[src/rtl/alu_x4.sv]
// alu_x4: 4-bit, 8-operation ALU with registered result and carry flag
module alu_x4 (
    input  logic       clk,
    input  logic       rst,
    input  logic [2:0] ALU_option,
    input  logic [3:0] ALU_in1,
    input  logic [3:0] ALU_in2,
    output logic [3:0] ALU_out,
    output logic       ALU_Cout
);
    logic [4:0] res_d, res_q;
    // Next {carry, result}; unknown opcodes fall into the zero default
    always_comb begin
        res_d = 5'd0;
        case (ALU_option)
            3'b000:  res_d = {1'b0, ALU_in1} + {1'b0, ALU_in2};
            3'b001:  res_d = {1'b0, ALU_in1} + {1'b0, ~ALU_in2} + 5'd1;
            3'b010:  res_d = {1'b0, ALU_in1 & ALU_in2};
            3'b011:  res_d = {1'b0, ALU_in1 | ALU_in2};
            3'b100:  res_d = {1'b0, ~ALU_in1};
            3'b101:  res_d = {1'b0, ALU_in1 ^ ALU_in2};
            3'b110:  res_d = {1'b0, ~ALU_in1} + 5'd1;
            3'b111:  res_d = {ALU_in1, 1'b0};
            default: res_d = 5'd0;
        endcase
    end
    // Output register with synchronous reset
    always_ff @(posedge clk) begin
        if (rst) res_q <= 5'd0;
        else     res_q <= res_d;
    end
    assign {ALU_Cout, ALU_out} = res_q;
endmodule

[config.mk]
export PLATFORM = sky130hd
export DESIGN_NAME = alu_x4
export DESIGN_NICKNAME = d
export VERILOG_FILES = /design/src/rtl/alu_x4.sv
export SDC_FILE = /design/constraint.sdc
export NUM_CORES = 1
export LEC_CHECK = 0
export CORE_MARGIN = 2
export CORE_UTILIZATION = 45
export DETAILED_ROUTE_END_ITERATION = 8
export DONT_BUFFER_PORTS = 1
export PLACE_DENSITY_LB_ADDON = 0.3
export REMOVE_ABC_BUFFERS = 1
export SLEW_MARGIN = 40
export SYNTH_ARGS = -nofsm -noshare
export SYNTH_HDL_FRONTEND = slang
export SYNTH_SLANG_ARGS = --single-unit
[constraint.sdc]
create_clock -name clk -period 6.1 [get_ports clk]
set_input_delay 1.525 -clock clk [delete_from_list [all_inputs] [get_ports clk]]
set_output_delay 1.525 -clock clk [all_outputs]
set_load 0.005 [all_outputs]
== Word-level counts from Yosys, hierarchy flattened ==
Cells that the tools add are included.
Word-level totals
  input bits: 13
  output and inout port bits: 5
  memory bits (read-only): 0
  bits in registers: 5
  memories: 0
  logic and storage cells: 19
  latch bits: 0
  bits in writable memories: 0
Cells by class
  div/mod/pow operators: 0
  multiply operators: 0
  bitwise logic cells: 5
  order comparisons: 0
  eq/ne operators: 7
  reduce and logical (&&, ||, !) cells: 1
  multiplexer cells: 1
  add/subtract/negate cells: 4
  shifts and indexed selects: 0
Operators by type and width (count)
  $pmux W5 S8: 1
  $eq A3 B3 Y1 const B: 4
  $add A4 B4 Y5: 2
  $not A4 Y4: 2
  $eq A3 B2 Y1 const B: 2
  $add A4 B1 Y5 const B: 1
  $add A5 B1 Y5 const B: 1
  $and A4 B4 Y4: 1
  $or A4 B4 Y4: 1
  $xor A4 B4 Y4: 1
  $eq A3 B1 Y1 const B: 1
  $logic_not A3 Y1: 1

== Depth between registers and ports, before layout ==
  depth in word-level cells: 4
  depth in mapped cells: 8
  depth with buffers taken out: 8

== Least setup slack after synthesis ==
No wires, ideal clock.
  path type: input-to-reg
  from: in ALU_in1[0]
  to: reg res_q[2]
  buffers on the path: 0
  data required time: 5965 ps
  cell stages on the path: 8
  arrival: 2814 ps
  setup slack: 3151 ps
  path through: inv_1 > ha_1 > inv_1 > fa_1 > mux2_2 > a22oi_1 > o22a_1 > a221oi_1
On the way
  word-level cells in the longest chain between the ends: 3
  elaborated cells on any way between the ends: 6
Ends and longest elaborated chain
  start: declaration: line 6  | input logic [3:0] ALU_in1,
  $add A4 B4 Y5 or $not A4 Y4 (tied branches): line 17, 22
  $add A5 B1 Y5 or $add A4 B1 Y5 (tied branches): line 17, 22
  $pmux W5 S8 *: line 15  | case (ALU_option)
  end signal: assignment: line 30  | else res_q <= res_d;
  end: declaration: line 11  | logic [4:0] res_d, res_q;
Every way passes the cells marked *; elsewhere a longest branch is shown, timed or not.
A chain may end at the register's enable or synchronous reset.

== Worst setup path after layout ==
Ends and elaborated chain as after synthesis.

==> summary.md <==
| Metric | Value |
|---|---|
| Cell at the slowest stage of the critical path | sky130_fd_sc_hd__fa_1 |
| Kind of critical path | in2reg |
| Top fanout value on the critical path | 5 |
| Gr usage total | 17.74% |
| Worst setup SP type | input pin |
| Crit path cell chain | inv_1 > ha_1 > inv_1 > fa_1 > mux2_2 > a22oi_1 > o22a_1 > a221oi_1 |
| Fraction of registers with async set or reset after synthesis | 0% |
| Post-DR vias/cell | 6.000 |
| FILL cells | 162 |
| CP delay by family, top | adder cells |
| Largest register by flop count | res_q |
| Status | complete, no violations |
| Starting utilization of the core area | about 47% |
| Library cell occupying the most area in the post-synthesis netlist | sky130_fd_sc_hd__ha_1 |
| Die boundary width | 46.45 um |
| Critical path's largest stage delay | ~0.39 ns |
| Post-synthesis cell count | 99 |
| Wire length of the first global-routing pass | roughly 2800 um |
| Number of resized instances in the post-cts repair step | 0 |
| Maximum number of pins on one net before global-route repair | 25 |
| Post-detailed-route wirelength per cell | around 14 um |
| Biggest registers after layout | res_q (5) |
| Tmin final | between 2 and 3 ns |
| Final Routed Wirelength | 1748 um |
| Most frequent cell after synthesis | sky130_fd_sc_hd__ha_1 |
| Cell occurring most often along the worst timing path | sky130_fd_sc_hd__inv_1 |
| Area occupied by multi-input gates | 636.9 sq um |
| Number of enable flip-flop cells after synthesis | 0 |
| Via count | 732 |
| Post-detailed-route count of antenna-violating nets | 0 |
| Synthesized area divided by synthesized cell count | roughly 8 sq um |
| Clk root buf | sky130_fd_sc_hd__clkbuf_4 |
| Required time of the critical path | 6.20 ns |
| # rows | 15 |
| Commonest cells in the netlist | sky130_fd_sc_hd__ha_1 (13), sky130_fd_sc_hd__inv_1 (12), sky130_fd_sc_hd__buf_2 (5), sky130_fd_sc_hd__dfxtp_1 (5), sky130_fd_sc_hd__nand2b_1 (5) |
| Number of buffers inserted during clock tree synthesis | 3 |
| Routability Congestion | 0.9091 |
| CTS Buffer Depth | 2 |
| Number of setup violations in the final report | 0 |
| Fraction of synthesized area in multiplexers | 5.247% |
| Number of search-and-repair iterations in the first detailed-routing pass | 5 |
| Commonest register cell after synthesis | sky130_fd_sc_hd__dfxtp_1 |
| Clock sinks | 5 |
| Unrepaired setup endpoints after global routing | no |
| Type of the most critical hold path | in2reg |
| Fraction of final layout cells with drive strength greater than 1 | under 10% |
| Total count of hold-check failures in the final report | 0 |
| Xor-xnor portion of the synthesized cell area | between 4 and 5% |
| Number of buffers inserted by post-CTS setup repair | 0 |
| Summed instance area of the synthesized netlist | between 800 and 900 sq um |
| Worst hold slack | 1.357 ns |
| IR drop worst, VDD | ~63 uV |
| Count of hold buffers inserted by post-cts repair | 0 |
| Simple-gate share of the synthesized area | between 10% and 20% |
| Final Max Tran Viols | 0 |
| Number of port buffers | 0 |
| Synth top area cells | sky130_fd_sc_hd__ha_1 (20%), sky130_fd_sc_hd__dfxtp_1 (12%), sky130_fd_sc_hd__inv_1 (5.6%), sky130_fd_sc_hd__fa_1 (4.9%), sky130_fd_sc_hd__nand2b_1 (3.9%) |
| Count of antenna diodes in the layout | 0 |
| Share of the synthesized area in compound gates (AO/OA/AOI/OAI) | between 20% and 30% |
| Clock-pin slew on the worst setup and hold paths | ~0.04 ns |
| Maximum Capacitance Violations | 0 |
| H-tree depth reported by CTS | 1 |
| Detail Placement HPWL | 1348 um |
| Number of synthesized register bits | 5 |
| Core outline area | between 1500 and 2000 sq um |
| Congestion Overflow GR | 0 |
| Worst Max-Slew Pin Slew | 0.2813 ns |
| Violation count after the first detailed-routing iteration | 23 |
| Vias in the first global route | approximately 640 |
| TritonCTS clock tree | done |
| Ports placed on the boundary | 18 |
| Max transition margin | roughly 81% |
| Synthesis warning total | 0 |
| Maximum achievable frequency | 348.7 MHz |
| Type of destination of the critical path | register |
| Number of antenna violations at the first check in global routing | 0 |
| Nets | 126 |
| Die Area | 2157 sq um |
| DRC | 0 |
| Summed negative setup slack over all endpoints | 0 ns |
| Share of the clock period used by the worst path after layout | a little under half |
| Leak pwr | 0.3844 nW |
| Adder and majority cell fraction of the synthesized area | about 25% |
| Max FFs per register | 5 |
| Total power per unit cell area | 136.6 nW/um^2 |
| Top-area cell type share of the netlist area | around a fifth |
| Arrival time at the worst endpoint | roughly 3 ns |
| Largest family of logic cells by synthesized area | compound AO/OA/AOI/OAI gates |
| Buffer and inverter count on the worst path | 2 |
| Layout-stage area growth over the synthesis result | 3.549% |
| Post-synthesis cell type count | 41 |
| Register area | around 100 sq um |
| Sequential fraction of the synthesis area | 12.35% |
| Die height | roughly 46 um |
[cell type report]
type	count	area share (%)
Sequential cell	5	11.92
Multi-Input combinational cell	76	75.86
Clock buffer	4	3.130
Tap cell	25	3.726
Inverter	12	5.365
[stage by stage]
step / util (%) / cell area (sq um) / total power (W) / std cells / setup slack (ns)
after CTS: 49.16 / 839.6 / 0.0001166 / 122 / 3.260
after detailed placement: 47.62 / 813.3 / 0.00007856 / 118 / 3.029
after global placement: 47.62 / 813.3 / 0.00007794 / 118 / 3.084
after global routing: 49.16 / 839.6 / 0.0001229 / 122 / 3.185
final: 49.16 / 839.6 / 0.0001147 / 122 / 3.232
after floorplan: - / 782.0 / 0.00007146 / 93 / 3.151
[power by group]
group          internal, W  switching (W)
Combinational    0.0000216      0.0000198
Sequential       0.0000359     0.00000125
Clock            0.0000246      0.0000115
[worst paths after layout]
path	to	depth (start not counted)	start	slack, ns
setup / recovery	res_q[2]	8	ALU_in1[0]	3.23
hold / removal	res_q[0]	1	rst	1.36
[cells by family after synthesis]
group / Yosys count
AOI/OAI and AO/OA: 27
buffers and inverters: 18
and+or+nand+nor: 26
muxes: 4
DFF: 5
xor gates and xnor gates: 4
adders and majority gates: 15
[layout by cell type (no fill, tap or decap), drive strengths merged, types with 2 or more instances in the layout]
cell,instances
ha,13
inv,12
nand2b,5
dfxtp,5
nor3,4
clkbuf,4
nor2,3
nor4,3
a221oi,3
o21ai,3
a21oi,3
nand3,2
o21bai,2
a21o,2
nand2,2
xnor2,2
mux2i,2
mux2,2
nor3b,2
xor2,2
fa,2
[layer usage]
metal | vias to the layer above | wire (um) | track usage (%) | part of all wire [%]
li1 | 352 | - | - | -
met4 | 0 | 44 | 9.714 | 2.5
met3 | 5 | 146 | 0.3922 | 8.4
met2 | 38 | 790 | 26.11 | 45
met5 | - | 0 | 0 | 0
met1 | 337 | 767 | 25.69 | 44
No activity file was read; power rests on OpenSTA's default activity.
